`src/rtl/receivers_pkg.sv`:
```
// Shared definitions for the triad receiver family: channel limits and the FIFO entry layout.
// An entry is {data, reset_pulse_id, triad_id}; the tag sits at the bottom so its layout does not depend on TRIAD_DATA_W.
package receivers_pkg;

  localparam int MAX_TRIADS       = 8;
  localparam int DEF_TRIAD_DATA_W = 68;
  localparam int ID_W             = 3;
  localparam int TAG_W            = ID_W + 1;
  localparam int ENTRY_ID_LSB     = 0;
  localparam int ENTRY_RPID_BIT   = ID_W;
  localparam int ENTRY_DATA_LSB   = TAG_W;

  function automatic logic [TAG_W-1:0] pack_tag(input logic [ID_W-1:0] id, input logic rpid);
    logic [TAG_W-1:0] tag;
    tag = {TAG_W{1'b0}};
    tag[ENTRY_ID_LSB +: ID_W] = id;
    tag[ENTRY_RPID_BIT] = rpid;
    return tag;
  endfunction

  function automatic logic [ID_W-1:0] tag_id(input logic [TAG_W-1:0] tag);
    return tag[ENTRY_ID_LSB +: ID_W];
  endfunction

  function automatic logic tag_rpid(input logic [TAG_W-1:0] tag);
    return tag[ENTRY_RPID_BIT];
  endfunction

endpackage

```
`src/rtl/multi_triad_aggregator_sync_fifo.sv`:
```
// Show-ahead synchronous FIFO; push and pop may coincide at any level, including full.
module sync_fifo #(
  parameter int DEPTH = 8,
  parameter int WIDTH = 8
) (
  input  logic                     clk,
  input  logic                     reset,
  input  logic                     push,
  input  logic [WIDTH-1:0]         wr_data,
  input  logic                     pop,
  output logic [WIDTH-1:0]         rd_data,
  output logic                     full,
  output logic                     empty,
  output logic [$clog2(DEPTH):0]   level
);

  localparam int AW = $clog2(DEPTH);

  logic [WIDTH-1:0] mem_r [DEPTH];
  logic [AW-1:0]    wr_ptr_r;
  logic [AW-1:0]    rd_ptr_r;
  logic [AW:0]      level_r;
  logic             do_push_s;
  logic             do_pop_s;

  // Qualify requests: pops on empty are ignored, pushes on full need a concurrent pop.
  always_comb begin
    do_pop_s  = pop && (level_r != (AW+1)'(0));
    do_push_s = push && ((level_r != (AW+1)'(DEPTH)) || do_pop_s);
  end

  // Storage array, cleared on reset so the head reads 0 afterwards.
  always_ff @(posedge clk) begin
    if (reset) begin
      for (int i = 0; i < DEPTH; i++) begin
        mem_r[i] <= {WIDTH{1'b0}};
      end
    end else if (do_push_s) begin
      mem_r[wr_ptr_r] <= wr_data;
    end else begin
      mem_r[wr_ptr_r] <= mem_r[wr_ptr_r];
    end
  end

  // Pointers and exact occupancy.
  always_ff @(posedge clk) begin
    if (reset) begin
      wr_ptr_r <= {AW{1'b0}};
      rd_ptr_r <= {AW{1'b0}};
      level_r  <= {(AW+1){1'b0}};
    end else begin
      if (do_push_s) wr_ptr_r <= wr_ptr_r + AW'(1);
      if (do_pop_s)  rd_ptr_r <= rd_ptr_r + AW'(1);
      case ({do_push_s, do_pop_s})
        2'b10:   level_r <= level_r + (AW+1)'(1);
        2'b01:   level_r <= level_r - (AW+1)'(1);
        default: level_r <= level_r;
      endcase
    end
  end

  assign rd_data = mem_r[rd_ptr_r];
  assign full    = (level_r == (AW+1)'(DEPTH));
  assign empty   = (level_r == (AW+1)'(0));
  assign level   = level_r;

endmodule

```
`src/rtl/multi_triad_aggregator.sv`:
```
// Collects results from NUM_TRIADS triad managers, arbitrates them round-robin into one FIFO
// and owns the shared sys_ts timestamp counter.
module multi_triad_aggregator
  import receivers_pkg::*;
#(
  parameter int NUM_TRIADS   = 4,
  parameter int TRIAD_DATA_W = DEF_TRIAD_DATA_W,
  parameter int FIFO_DEPTH   = 8,
  parameter int TS_W         = 24,
  parameter int DROP_CNT_W   = 8
) (
  input  logic                               clk_96MHz,
  input  logic                               reset,
  output logic [TS_W-1:0]                    sys_ts,
  input  logic [NUM_TRIADS-1:0]              triad_data_avl,
  input  logic [NUM_TRIADS*TRIAD_DATA_W-1:0] triad_data,
  input  logic [NUM_TRIADS-1:0]              triad_reset_pulse_id,
  output logic                               out_valid,
  input  logic                               out_ready,
  output logic [TRIAD_DATA_W-1:0]            out_data,
  output logic [2:0]                         out_triad_id,
  output logic                               out_reset_pulse_id,
  output logic [$clog2(FIFO_DEPTH):0]        fifo_level,
  output logic [NUM_TRIADS*DROP_CNT_W-1:0]   drop_cnt
);

  localparam int ENTRY_W = TRIAD_DATA_W + TAG_W;

  logic [TS_W-1:0]         sys_ts_r;
  logic [NUM_TRIADS-1:0]   pending_r;
  logic [TRIAD_DATA_W-1:0] hold_data_r [NUM_TRIADS];
  logic [NUM_TRIADS-1:0]   hold_rpid_r;
  logic [DROP_CNT_W-1:0]   drop_cnt_r [NUM_TRIADS];
  logic [ID_W-1:0]         ptr_r;

  logic                    grant_vld_s;
  logic [ID_W-1:0]         grant_idx_s;
  logic [ENTRY_W-1:0]      grant_entry_s;
  logic                    pop_s;
  logic                    can_grant_s;
  logic                    fifo_full_s;
  logic                    fifo_empty_s;
  logic [ENTRY_W-1:0]      head_s;

  assign pop_s       = !fifo_empty_s && out_ready;
  assign can_grant_s = !fifo_full_s || pop_s;

  // Round-robin pick: lowest pending index at or above ptr, else lowest pending overall.
  always_comb begin
    grant_vld_s   = 1'b0;
    grant_idx_s   = {ID_W{1'b0}};
    grant_entry_s = {ENTRY_W{1'b0}};
    for (int i = 0; i < NUM_TRIADS; i++) begin
      if (can_grant_s && !grant_vld_s && pending_r[i] && (i >= int'(ptr_r))) begin
        grant_vld_s   = 1'b1;
        grant_idx_s   = ID_W'(i);
        grant_entry_s = {hold_data_r[i], pack_tag(ID_W'(i), hold_rpid_r[i])};
      end else begin
        grant_vld_s = grant_vld_s;
      end
    end
    for (int i = 0; i < NUM_TRIADS; i++) begin
      if (can_grant_s && !grant_vld_s && pending_r[i]) begin
        grant_vld_s   = 1'b1;
        grant_idx_s   = ID_W'(i);
        grant_entry_s = {hold_data_r[i], pack_tag(ID_W'(i), hold_rpid_r[i])};
      end else begin
        grant_vld_s = grant_vld_s;
      end
    end
  end

  // Timestamp, arbiter pointer and per-channel capture with newest-wins overwrite.
  always_ff @(posedge clk_96MHz) begin
    if (reset) begin
      sys_ts_r    <= {TS_W{1'b0}};
      ptr_r       <= {ID_W{1'b0}};
      pending_r   <= {NUM_TRIADS{1'b0}};
      hold_rpid_r <= {NUM_TRIADS{1'b0}};
      for (int i = 0; i < NUM_TRIADS; i++) begin
        hold_data_r[i] <= {TRIAD_DATA_W{1'b0}};
        drop_cnt_r[i]  <= {DROP_CNT_W{1'b0}};
      end
    end else begin
      sys_ts_r <= sys_ts_r + TS_W'(1);
      if (grant_vld_s) begin
        ptr_r <= (grant_idx_s == ID_W'(NUM_TRIADS-1)) ? {ID_W{1'b0}} : grant_idx_s + ID_W'(1);
      end
      for (int i = 0; i < NUM_TRIADS; i++) begin
        if (triad_data_avl[i]) begin
          hold_data_r[i] <= triad_data[i*TRIAD_DATA_W +: TRIAD_DATA_W];
          hold_rpid_r[i] <= triad_reset_pulse_id[i];
          pending_r[i]   <= 1'b1;
          // A recapture only loses data when the old entry was not moved to the FIFO this edge.
          if (pending_r[i] && !(grant_vld_s && (grant_idx_s == ID_W'(i)))
              && (drop_cnt_r[i] != {DROP_CNT_W{1'b1}})) begin
            drop_cnt_r[i] <= drop_cnt_r[i] + DROP_CNT_W'(1);
          end
        end else if (grant_vld_s && (grant_idx_s == ID_W'(i))) begin
          pending_r[i] <= 1'b0;
        end
      end
    end
  end

  sync_fifo #(
    .DEPTH (FIFO_DEPTH),
    .WIDTH (ENTRY_W)
  ) u_fifo (
    .clk     (clk_96MHz),
    .reset   (reset),
    .push    (grant_vld_s),
    .wr_data (grant_entry_s),
    .pop     (pop_s),
    .rd_data (head_s),
    .full    (fifo_full_s),
    .empty   (fifo_empty_s),
    .level   (fifo_level)
  );

  // Flatten the per-channel drop counters onto the output bus.
  always_comb begin
    drop_cnt = {(NUM_TRIADS*DROP_CNT_W){1'b0}};
    for (int i = 0; i < NUM_TRIADS; i++) begin
      drop_cnt[i*DROP_CNT_W +: DROP_CNT_W] = drop_cnt_r[i];
    end
  end

  assign sys_ts             = sys_ts_r;
  assign out_valid          = !fifo_empty_s;
  assign out_data           = head_s[ENTRY_DATA_LSB +: TRIAD_DATA_W];
  assign out_triad_id       = tag_id(head_s[TAG_W-1:0]);
  assign out_reset_pulse_id = tag_rpid(head_s[TAG_W-1:0]);

endmodule

```
`config.mk`:
```
export PLATFORM = sky130hd
export DESIGN_NAME = multi_triad_aggregator
export DESIGN_NICKNAME = d
export VERILOG_FILES = /design/src/rtl/receivers_pkg.sv /design/src/rtl/multi_triad_aggregator_sync_fifo.sv /design/src/rtl/multi_triad_aggregator.sv
export SDC_FILE = /design/constraint.sdc
export NUM_CORES = 1
export LEC_CHECK = 0
export CAP_MARGIN = 20
export CORE_UTILIZATION = 24
export DETAILED_ROUTE_END_ITERATION = 6
export PLACE_DENSITY = 0.47
export SYNTH_ARGS = -nofsm -noshare
export SYNTH_HDL_FRONTEND = slang
export SYNTH_SLANG_ARGS = --single-unit
```
`constraint.sdc`:
```
create_clock -name clk_96MHz -period 4.5 [get_ports clk_96MHz]
set_input_delay 0.675 -clock clk_96MHz [delete_from_list [all_inputs] [get_ports clk_96MHz]]
set_output_delay 0.675 -clock clk_96MHz [all_outputs]
set_load 0.01 [all_outputs]
```
==> results.txt <==
- Worst relative slew slack: 0.207
- The die is between 400 and 500 um tall.
- Met2 track demand over resource: 0.292
* Pin count of the biggest net entering global routing: roughly 70
- On the final layout, the worst hold slack is 0.454 ns.
- Primary FF master, synth: sky130_fd_sc_hd__edfxtp_1
- Using the TritonRoute via totals, the vias-per-cell ratio works out to 4.69.
- The floorplan has 151 rows.
* Leading cell types by total area after synthesis: sky130_fd_sc_hd__edfxtp_1 63%, sky130_fd_sc_hd__mux4_2 7.7%, sky130_fd_sc_hd__a21oi_1 5.8%
- Source of the worst hold timing path: reset
- Data arrival time at the worst-slack endpoint: about 3.3 ns
* Element type at the critical path end: output port
- Actual slew at the worst max-slew pin: 1.19 ns
* Max Clock Skew: 0.0349 ns
- Worst setup timing slack at the placement stage: 0.532 ns
* Post-route core utilization: 0.309
- Highest-utilization routing layer at the global route stage: met2
- Clock tree synthesis selected as its root buffer the cell sky130_fd_sc_hd__clkbuf_16.
- Maximum fanout encountered on the critical timing path: 17
- The share of the Yosys chip area taken by registers is 0.656.
- After the last flow step, the layout net total stands at ~3500.
- Asr flop ratio synth: 0
* Number of failing setup endpoints in the final timing report: 0
- Count of nets left with antenna violations after detail routing: 0
- Including well taps, the total number of placed cells is 5400.
* Finished Cell Area: 0.0526 mm^2
* # clock sinks: 919
* Cell Area, Placed: 0.0490 mm^2
- In this run, post-CTS hold repair placed 0 buffers.
- The detailed router placed 26300 vias in this run.
- Cell taking the most area after synthesis: sky130_fd_sc_hd__edfxtp_1
- After detailed routing, the number of remaining DRC violations is 0.
- In the finished design, the share of the clock period the worst path needs comes to 0.892.
- After global routing the overflow that remains totals 0.
* Worst R2R Start: pending_r[2]$_SDFFE_PP0P_
- The number of different library cells used by synthesis comes to slightly above 70.
* Number of storage elements in the synthesis netlist: 919
- Total of warnings raised by yosys: 0
- Number of buffers added by the clock tree synthesis step: ~110
- Path type of the worst min-delay path: input port to flop
- Cell area after synthesis: just over 0.04 mm^2
* Setup repair after global routing missed its margin: no
* Synthesized netlist net count: 3053
- Max-slew violation count: 0
- The later pin in the worst-skew pair is clocked with a latency of approximately 0.75 ns.
- The detailed router finished its first iteration with 2294 violations.
* First-pass GRT wire length: 206000 um
- VDD sags by at most 0.388 mV.
- Avg WL per Cell: roughly 26 um
- From synthesis to final layout, the design area changed by 27.2%.
* Post-cts resize count: 0
* Status: finished, final reports clean
* Clock-pin transition on the worst setup and hold timing paths: 0.06 ns
- Setup slack of the critical path after layout: 0.488 ns
* Max-cap viol count: 0
* Sort of element at the start of the critical path: flop
- Upper clock frequency limit: 249 MHz
- Proportion of netlist area held by the largest area contributor: 0.633
* Post-route insts no fill: 5597
- Placeable core area: 0.170 mm^2
- By startpoint and endpoint, the worst setup path is classified as flop to output port.
- Final wirelength: 148000 um
- Final hold vios: 0
- The design draws 25.3 mW.
* Die Footprint: ~0.17 mm^2
* Effective utilization at floorplan: 0.243
* Clock tree from TritonCTS: built
- The count of buffers added on input and output ports is 414.
* Critical Path RT: between 3 and 4 ns
- Initial antenna violation count: 9
- Placer's final routability congestion estimate: around 0.74
- In this run the post-CTS setup repair buffer count came out at 0.
- Summed negative setup slack over all endpoints: 0 ns
- Power Density: 482 mW/mm^2
- Leak Pwr: 17.5 nW
- For this run, the total global-route usage over all layers was measured as 0.167.
- CTS built an H-tree with a depth of 3.
- Met3 track utilization from global routing: 0.0264
- Post-detailed-placement half-perimeter wirelength: 90000 um
- The first TritonRoute pass finished after 5 iterations.
- The clock period could shrink to 4.01 ns.
* Gate count of the mapped netlist: 2756
* Die Width: between 400 and 500 um
- No sink is reached through more buffers than the 3 on the longest clock path.
- A synthesized cell averages 15.0 um^2.
- Count of inserted antenna diode cells: 0
- Number of top-level pins: 416
- The via count of the first global-routing pass was 27500.
- The synthesized design contains 872 enable-type register cells.
- For this run, global-route usage on met1 was measured as 0.208.
* Fraction of layout instances using a drive strength above 1: 0.192
==> sequential cells by signal, indices dropped and copies added, names as in the netlist, named ones only <==
signal           count
hold_data_r        272
drop_cnt_r          32
pending_r            4
ptr_r                2
sys_ts              24
u_fifo.wr_ptr_r      3
u_fifo.level         4
u_fifo.mem_r       568
hold_rpid_r          4
u_fifo.rd_ptr_r      3
==> cell usage after synthesis, types with 4 or more instances <==
library cell and instances:
sky130_fd_sc_hd__a211oi_1 4, sky130_fd_sc_hd__a21oi_1 479, sky130_fd_sc_hd__a221o_1 11, sky130_fd_sc_hd__a221oi_2 11, sky130_fd_sc_hd__a222oi_1 56, sky130_fd_sc_hd__a31oi_1 13
sky130_fd_sc_hd__a32oi_4 8, sky130_fd_sc_hd__and2_1 275, sky130_fd_sc_hd__and3_1 11, sky130_fd_sc_hd__and3b_1 13, sky130_fd_sc_hd__buf_1 13, sky130_fd_sc_hd__buf_2 29
sky130_fd_sc_hd__buf_4 11, sky130_fd_sc_hd__buf_6 8, sky130_fd_sc_hd__clkbuf_1 138, sky130_fd_sc_hd__dfxtp_1 47, sky130_fd_sc_hd__edfxtp_1 872, sky130_fd_sc_hd__ha_1 14
sky130_fd_sc_hd__inv_1 6, sky130_fd_sc_hd__mux2_2 71, sky130_fd_sc_hd__mux2i_1 7, sky130_fd_sc_hd__mux4_2 142, sky130_fd_sc_hd__nand2_1 87, sky130_fd_sc_hd__nand2b_1 27
sky130_fd_sc_hd__nand3_1 29, sky130_fd_sc_hd__nand4_1 11, sky130_fd_sc_hd__nor2_1 109, sky130_fd_sc_hd__nor2b_1 8, sky130_fd_sc_hd__nor3_1 7, sky130_fd_sc_hd__nor4b_1 20
sky130_fd_sc_hd__nor4b_2 68, sky130_fd_sc_hd__o211ai_1 9, sky130_fd_sc_hd__o21ai_0 6, sky130_fd_sc_hd__o22ai_1 12, sky130_fd_sc_hd__or2_2 6, sky130_fd_sc_hd__or3_1 16
sky130_fd_sc_hd__or4_1 4, sky130_fd_sc_hd__xnor2_1 18, sky130_fd_sc_hd__xor2_1 32
==> worst paths after layout <==
| path | depth (start not counted) | endpoint | slack [ns] |
|---|---|---|---|
| worst min-delay path | 3 | hold_rpid_r[2]$_SDFFE_PP0P_ | 0.45 |
| worst max register to register | 7 | u_fifo.mem_r[1][51]$_SDFFCE_PN0P_ | 0.82 |
| worst max-delay path | 4 | out_data[56] | 0.49 |
| worst min register to register | 1 | sys_ts[0]$_SDFF_PP0_ | 0.48 |
==> logic make-up after synthesis <==
group,Yosys count,share of synthesized area
other cells,1,0.0000907
mux,220,0.0984
compound gates,633,0.0963
xor+xnor,50,0.0106
buf+inv,208,0.0222
fa+ha+maj,14,0.00424
flops,919,0.656
simple gates,711,0.112
==> layout make-up <==
type | instances | area [um^2]
clock inverters | 60 | 727
multi-input cells | 1629 | 13500
inverters | 9 | 33.8
well taps | 2295 | 2870
repair buffers | 548 | 5550
fillers | 17000 | 118000
flip-flops and latches | 919 | 27100
clock buffers | 137 | 2830
==> critical path, stage by stage, from the launching register on <==
cell and delay (ns):
sky130_fd_sc_hd__dfxtp_4 0.72, sky130_fd_sc_hd__buf_4 0.41, sky130_fd_sc_hd__mux4_2 0.60, sky130_fd_sc_hd__mux2_2 0.35, sky130_fd_sc_hd__clkdlybuf4s50_1 0.50
==> cell usage in the layout (no fill, tap or decap), types with 12 or more instances in the layout <==
master	count
sky130_fd_sc_hd__edfxtp_1	872
sky130_fd_sc_hd__a21oi_1	479
sky130_fd_sc_hd__clkdlybuf4s50_1	413
sky130_fd_sc_hd__and2_1	275
sky130_fd_sc_hd__mux4_2	142
sky130_fd_sc_hd__nor2_1	108
sky130_fd_sc_hd__clkbuf_16	108
sky130_fd_sc_hd__buf_4	102
sky130_fd_sc_hd__nand2_1	87
sky130_fd_sc_hd__mux2_2	71
sky130_fd_sc_hd__nor4b_2	68
sky130_fd_sc_hd__a222oi_1	56
sky130_fd_sc_hd__dfxtp_1	44
sky130_fd_sc_hd__xor2_1	32
sky130_fd_sc_hd__buf_12	31
sky130_fd_sc_hd__nand3_1	29
sky130_fd_sc_hd__clkbuf_1	27
sky130_fd_sc_hd__nor4b_1	20
sky130_fd_sc_hd__nand2b_1	19
sky130_fd_sc_hd__xnor2_1	18
sky130_fd_sc_hd__clkinv_1	17
sky130_fd_sc_hd__or3_1	16
sky130_fd_sc_hd__ha_1	14
sky130_fd_sc_hd__and3b_1	13
sky130_fd_sc_hd__a31oi_1	13
sky130_fd_sc_hd__clkinv_2	13
sky130_fd_sc_hd__bufinv_16	13
sky130_fd_sc_hd__o22ai_1	12
==> report_power, final <==
| group | leakage [nW] | internal, mW | switching (mW) |
|---|---|---|---|
| combinational | 6.22 | 2.70 | 3.25 |
| clock | 1.73 | 5.21 | 3.74 |
| sequential | 9.54 | 10.1 | 0.370 |
==> per-layer routing <==
layer / share of wire / vias to the layer above
li1: - / 11800
met1: 0.41 / 13500
met2: 0.51 / 782
met3: 0.046 / 205
met4: 0.031 / 2
met5: 0.000061 / -
Note: power is estimated with default switching activity, not from simulation.
